<file path="src/rtl/normalize32.sv">
`default_nettype none
// +----------------------------------------------------------------------------+
// | normalize32 : multi-cycle 32-bit normalizer, 5-step binary search, start/done |
// | Optional: NORM32_SIGNED_EN selects two's-complement (redundant sign) mode     |
// | Revision : 1.0                                                               |
// +----------------------------------------------------------------------------+
module normalize32 (
  input  logic        clk,
  input  logic        rst_n,
  input  logic        start,
  input  logic [31:0] in_data,
  output logic        busy,
  output logic        done,
  output logic [31:0] out_data,
  output logic [4:0]  shift,
  output logic        zero
);

  typedef enum logic [1:0] {
    S_IDLE   = 2'd0,
    S_SEARCH = 2'd1,
    S_DONE   = 2'd2
  } state_t;

  state_t      r_state;
  logic [31:0] r_w;
  logic [4:0]  r_acc;
  logic [2:0]  r_k;

  logic [31:0] w_mask;
  logic [31:0] w_shifted;
  logic        w_take;
  logic [31:0] w_w_next;
  logic [4:0]  w_acc_next;

  // The mask covers the bits that must be redundant for step k to shift by 2^k.
  always_comb begin
    w_mask    = 32'h0000_0000;
    w_shifted = r_w;
    case (r_k)
`ifdef NORM32_SIGNED_EN
      3'd4: begin w_mask = 32'hFFFF_8000; w_shifted = {r_w[15:0], 16'h0000}; end
      3'd3: begin w_mask = 32'hFF80_0000; w_shifted = {r_w[23:0], 8'h00};    end
      3'd2: begin w_mask = 32'hF800_0000; w_shifted = {r_w[27:0], 4'h0};     end
      3'd1: begin w_mask = 32'hE000_0000; w_shifted = {r_w[29:0], 2'b00};    end
      3'd0: begin w_mask = 32'hC000_0000; w_shifted = {r_w[30:0], 1'b0};     end
`else
      3'd4: begin w_mask = 32'hFFFF_0000; w_shifted = {r_w[15:0], 16'h0000}; end
      3'd3: begin w_mask = 32'hFF00_0000; w_shifted = {r_w[23:0], 8'h00};    end
      3'd2: begin w_mask = 32'hF000_0000; w_shifted = {r_w[27:0], 4'h0};     end
      3'd1: begin w_mask = 32'hC000_0000; w_shifted = {r_w[29:0], 2'b00};    end
      3'd0: begin w_mask = 32'h8000_0000; w_shifted = {r_w[30:0], 1'b0};     end
`endif
      default: begin w_mask = 32'h0000_0000; w_shifted = r_w; end
    endcase
  end

`ifdef NORM32_SIGNED_EN
  assign w_take = ((r_w & w_mask) == 32'h0000_0000) || ((r_w & w_mask) == w_mask);
`else
  assign w_take = ((r_w & w_mask) == 32'h0000_0000);
`endif

  assign w_w_next   = w_take ? w_shifted : r_w;
  assign w_acc_next = w_take ? (r_acc | (5'd1 << r_k)) : r_acc;

  always_ff @(posedge clk or negedge rst_n) begin
    if (!rst_n) begin
      r_state  <= S_IDLE;
      r_w      <= 32'h0000_0000;
      r_acc    <= 5'd0;
      r_k      <= 3'd0;
      busy     <= 1'b0;
      done     <= 1'b0;
      out_data <= 32'h0000_0000;
      shift    <= 5'd0;
      zero     <= 1'b0;
    end else begin
      done <= 1'b0;
      case (r_state)
        S_IDLE: begin
          if (start) begin
            r_w     <= in_data;
            r_acc   <= 5'd0;
            r_k     <= 3'd4;
            busy    <= 1'b1;
            r_state <= S_SEARCH;
          end
        end
        S_SEARCH: begin
          r_w   <= w_w_next;
          r_acc <= w_acc_next;
          if (r_k == 3'd0) begin
            // Only a zero operand can end the search as an all-zero word.
            out_data <= w_w_next;
            shift    <= w_acc_next;
            zero     <= (w_w_next == 32'h0000_0000);
            done     <= 1'b1;
            r_state  <= S_DONE;
          end else begin
            r_k <= r_k - 3'd1;
          end
        end
        S_DONE: begin
          busy    <= 1'b0;
          r_state <= S_IDLE;
        end
        default: begin
          busy    <= 1'b0;
          r_state <= S_IDLE;
        end
      endcase
    end
  end

endmodule
`default_nettype wire

</file>
<file path="config.mk">
export PLATFORM = sky130hd
export DESIGN_NAME = normalize32
export DESIGN_NICKNAME = d
export VERILOG_FILES = /design/src/rtl/normalize32.sv
export SDC_FILE = /design/constraint.sdc
export NUM_CORES = 1
export LEC_CHECK = 0
export ABC_AREA = 0
export CORE_ASPECT_RATIO = 0.75
export CORE_MARGIN = 2
export CORE_UTILIZATION = 55
export DETAILED_ROUTE_END_ITERATION = 8
export PLACE_DENSITY = 0.91
export SLEW_MARGIN = 20
export SYNTH_ARGS = -nofsm -noshare
export SYNTH_HDL_FRONTEND = slang
export SYNTH_SLANG_ARGS = --single-unit
</file>
<file path="constraint.sdc">
create_clock -name clk -period 2.8 [get_ports clk]
set_input_delay 0.56 -clock clk [delete_from_list [all_inputs] [get_ports clk]]
set_output_delay 0.56 -clock clk [all_outputs]
set_load 0.005 [all_outputs]
</file>
==> report_table.html <==
<table>
<tr><th>Metric</th><th>Value</th></tr>
<tr><th colspan="2">Job</th></tr>
<tr><td>Max-Cap Viols</td><td>0</td></tr>
<tr><th colspan="2">Synth</th></tr>
<tr><td>Synthesized netlist net count</td><td>634</td></tr>
<tr><td>Sequential-to-total area share from yosys stat</td><td>40.9%</td></tr>
<tr><td>Area fraction of the dominant cell type after synthesis</td><td>40.9%</td></tr>
<tr><td>Cell types with the highest counts after synthesis</td><td>dfrtp_1 (82), a21oi_1 (72), nand2_1 (70), clkbuf_1 (48), nor2_1 (42)</td></tr>
<tr><td>Post-synthesis cell count</td><td>594</td></tr>
<tr><td>Async SR Flop Fraction</td><td>100%</td></tr>
<tr><td>Largest cells by area after synthesis</td><td>dfrtp_1 (41%), a21oi_1 (7.2%), nand2_1 (5.2%), a22oi_1 (5.1%), mux2i_1 (4.8%)</td></tr>
<tr><td>Top_reg_cell synth</td><td>dfrtp_1</td></tr>
<tr><td>Total of flip-flops plus latches after synthesis</td><td>82</td></tr>
<tr><td>Total of warnings raised by yosys</td><td>0</td></tr>
<tr><td>Synthesized area per cell</td><td>8.45 um2</td></tr>
<tr><td>Post-Syn Area</td><td>0.00502 mm2</td></tr>
<tr><td>Distinct cell type count of the synthesized netlist</td><td>48</td></tr>
<tr><td>Number of flops mapped to enable cells by yosys</td><td>0</td></tr>
<tr><td>Top cell type by total area after synthesis</td><td>dfrtp_1</td></tr>
<tr><td>Dominant cell by count in the synthesized netlist</td><td>dfrtp_1</td></tr>
<tr><th colspan="2">STA</th></tr>
<tr><td>Max Fclk</td><td>0.362 GHz</td></tr>
<tr><td>Number of failing hold endpoints at the final stage</td><td>0</td></tr>
<tr><td>Actual transition at the worst max-transition pin</td><td>730 ps</td></tr>
<tr><td>Worst slew margin relative to its limit</td><td>51.3%</td></tr>
<tr><td>Count of pins over their slew limit</td><td>0</td></tr>
<tr><td>Final count of negative-setup-slack endpoints</td><td>0</td></tr>
<tr><td>Worst hold slack</td><td>259 ps</td></tr>
<tr><td>Period utilization</td><td>98.5%</td></tr>
<tr><td>Shortest period the worst path allows</td><td>2760 ps</td></tr>
<tr><td>Setup skew after layout</td><td>7.67 ps</td></tr>
<tr><th colspan="2">Place</th></tr>
<tr><td>Routability Congestion</td><td>1.01</td></tr>
<tr><td>Number of buffers inserted by port buffering</td><td>74</td></tr>
<tr><td>Placed cell count</td><td>780</td></tr>
<tr><td>Final HPWL from detailed placement</td><td>12500 um</td></tr>
<tr><th colspan="2">GRT</th></tr>
<tr><td>Initial antenna violation count</td><td>0</td></tr>
<tr><td>Vias in the first global route</td><td>4868</td></tr>
<tr><td>GRT Util Overall</td><td>36.3%</td></tr>
<tr><td>Remaining Overflow, GRT</td><td>0</td></tr>
<tr><td>First-pass GRT wire length</td><td>27400 um</td></tr>
<tr><td>Maximum number of pins on one net before global-route repair</td><td>71</td></tr>
<tr><th colspan="2">Clock tree</th></tr>
<tr><td>Buffers from clock root to sink, at most</td><td>2</td></tr>
<tr><td>TritonCTS Buffers</td><td>9</td></tr>
<tr><td>Number of levels in the clock H-tree</td><td>3</td></tr>
<tr><td>TritonCTS clock tree</td><td>built</td></tr>
<tr><td>Clock slew at reported path FFs</td><td>70 ps</td></tr>
<tr><td>CTS Sinks</td><td>82</td></tr>
<tr><td>Cts-stage hold buffer count</td><td>0</td></tr>
<tr><td>Clk_lat worst skew</td><td>350 ps</td></tr>
<tr><td>Root buffer selected by CTS</td><td>clkbuf_16</td></tr>
<tr><th colspan="2">Drt</th></tr>
<tr><td>Remaining design rule violation count</td><td>0</td></tr>
<tr><td>Antenna Nets Post-Route</td><td>0</td></tr>
<tr><td>Length of the first detailed-routing pass in iterations</td><td>8</td></tr>
<tr><td>Number of design-rule violations left by the first detailed-router iteration</td><td>851</td></tr>
<tr><td>Routed vias</td><td>5329</td></tr>
<tr><td>Vias per inst</td><td>6.64</td></tr>
<tr><td>DRT Wirelength</td><td>17900 um</td></tr>
<tr><td>WL per Instance</td><td>22.3 um</td></tr>
<tr><th colspan="2">Power</th></tr>
<tr><td>Worst ir drop on vdd</td><td>0.00113 V</td></tr>
<tr><td>Net Sw Frac</td><td>46.3%</td></tr>
<tr><td>Internal portion of total power</td><td>5.09 mW</td></tr>
<tr><td>Sequential share of power</td><td>25.0%</td></tr>
<tr><td>PwrDens</td><td>1430 mW/mm2</td></tr>
<tr><td>Switching power summed over all nets</td><td>4.38 mW</td></tr>
<tr><td>Static leakage power</td><td>2.71 nW</td></tr>
<tr><td>Combinational power share</td><td>61.8%</td></tr>
<tr><td>Clock power share</td><td>13.2%</td></tr>
<tr><th colspan="2">Final layout</th></tr>
<tr><td>Area overhead of the layout relative to synthesis</td><td>31.7%</td></tr>
<tr><td>Fraction of layout cells with a size suffix above 1</td><td>16.7%</td></tr>
<tr><td>Nets@finish</td><td>725</td></tr>
<tr><td>Filler-free cell count of the finished design</td><td>802</td></tr>
<tr><td>Antenna cells</td><td>0</td></tr>
<tr><th colspan="2">Floorplan</th></tr>
<tr><td>Die Wd</td><td>114 um</td></tr>
<tr><td>Core area</td><td>0.00897 mm2</td></tr>
<tr><td>Number of placement rows</td><td>30</td></tr>
<tr><td>Number of primary I/O pins</td><td>75</td></tr>
<tr><td>Die area</td><td>0.00991 mm2</td></tr>
<tr><td>Chip Height</td><td>86.7 um</td></tr>
<tr><td>Initial core utilization</td><td>55.9%</td></tr>
<tr><th colspan="2">Critical path</th></tr>
<tr><td>Class of the most critical setup path</td><td>register to register</td></tr>
<tr><td>Critical Path Start Type</td><td>register</td></tr>
<tr><td>Crit path arrival time</td><td>3030 ps</td></tr>
<tr><td>Worst setup EP type</td><td>register</td></tr>
<tr><td>Data required time at the worst endpoint</td><td>3070 ps</td></tr>
<tr><td>Max Fanout on Critical Path</td><td>7</td></tr>
<tr><th colspan="2">Outcome</th></tr>
<tr><td>Outcome</td><td>finished, final reports clean</td></tr>
<tr><th colspan="2">Worst hold path</th></tr>
<tr><td>Tightest Hold Check Type</td><td>primary input to asynchronous set/reset pin</td></tr>
</table>
## cells by family (layout without fill, tap and decap cells)
group                      after synthesis  in the layout  share of synthesized area, %
buffers and inverters                   73            169                          5.94
muxes                                   27             27                          5.46
DFF                                     82             82                          40.9
AOI/OAI and AO/OA                      226            226                          28.9
and+or+nand+nor                        181            181                          17.6
adders and majority gates                5              5                          1.25
## registers in the layout, indices dropped and copies added (netlist names), 2 cells and up
name and count:
r_acc 5, out_data 32, r_k 3, shift 5, r_state 2, r_w 32
## critical path: stages (launching register included)
cell and delay [ps]:
dfrtp_1 410, buf_4 160, ha_2 210, buf_4 170
nor3_2 260, o22ai_1 210, or3b_1 560, nor4_4 340
o221ai_2 160, o31ai_2 180
## worst paths after layout
path / depth (start not counted) / end / from / slack [ps]
max in group asynchronous: 2 / r_w[4] / rst_n / 1930
hold / removal: 1 / out_data[25] / rst_n / 260
setup / recovery: 9 / zero / r_k[0] / 40
hold reg to reg: 2 / shift[4] / shift[4] / 480
min in group clk: 2 / shift[4] / shift[4] / 480
setup reg to reg: 9 / zero / r_k[0] / 40
## area by class of cell
type | count | area (um2)
Clock buffer | 10 | 229
Sequential cell | 82 | 2050
Clock inverter | 6 | 73.8
Tap cell | 112 | 140
Inverter | 7 | 26.3
Timing Repair Buffer | 146 | 1320
Multi-Input combinational cell | 439 | 2770
Fill cell | 669 | 2360
## metrics by stage
stage | instance area (um2) | TNS [ps] | power, mW | setup slack, ps | util [%]
floorplan | 5020 | 0 | 5.39 | 183 | -
global placement | 6150 | 0 | 7.62 | 46.7 | 68.6
detailed placement | 6150 | -15.9 | 7.74 | -15.9 | 68.6
CTS | 6460 | 0 | 9.01 | 3.76 | 72.0
global route | 6610 | -68.1 | 9.97 | -28.0 | 73.7
finish | 6610 | 0 | 9.48 | 41.2 | 73.7
## what timing repair did
item,CTS,global route
gates cloned,0,2
pin swaps,0,3
setup buffers,0,4
endpoints found under the setup margin,3,40
gates resized for setup,1,23
## power by group through the flow
| stage | logic [mW] | registers, mW | clock network, mW |
|---|---|---|---|
| finish | 5.86 | 2.37 | 1.25 |
| global route | 6.27 | 2.42 | 1.28 |
| CTS | 5.44 | 2.32 | 1.25 |
| detailed placement | 5.41 | 2.33 | 0 |
| global placement | 5.31 | 2.31 | 0 |
| floorplan | 3.30 | 2.09 | 0 |
## layout by cell type, fill, tap and decap left out, drive strengths merged, types with 17 or more instances in the layout
master / count
dfrtp: 82
clkdlybuf4s50: 73
a21oi: 72
buf: 72
nand2: 70
nor2: 42
o21ai: 35
a22oi: 34
o22ai: 30
mux2i: 24
o22a: 19
nor3b: 17
## metal layers
layer | track usage [%] | share of wire (%)
met5 | 0 | 0
met4 | 9.53 | 2.3
met3 | 12.4 | 12
met2 | 50.9 | 41
met1 | 53.3 | 45
Note: power is estimated with default switching activity, not from simulation.
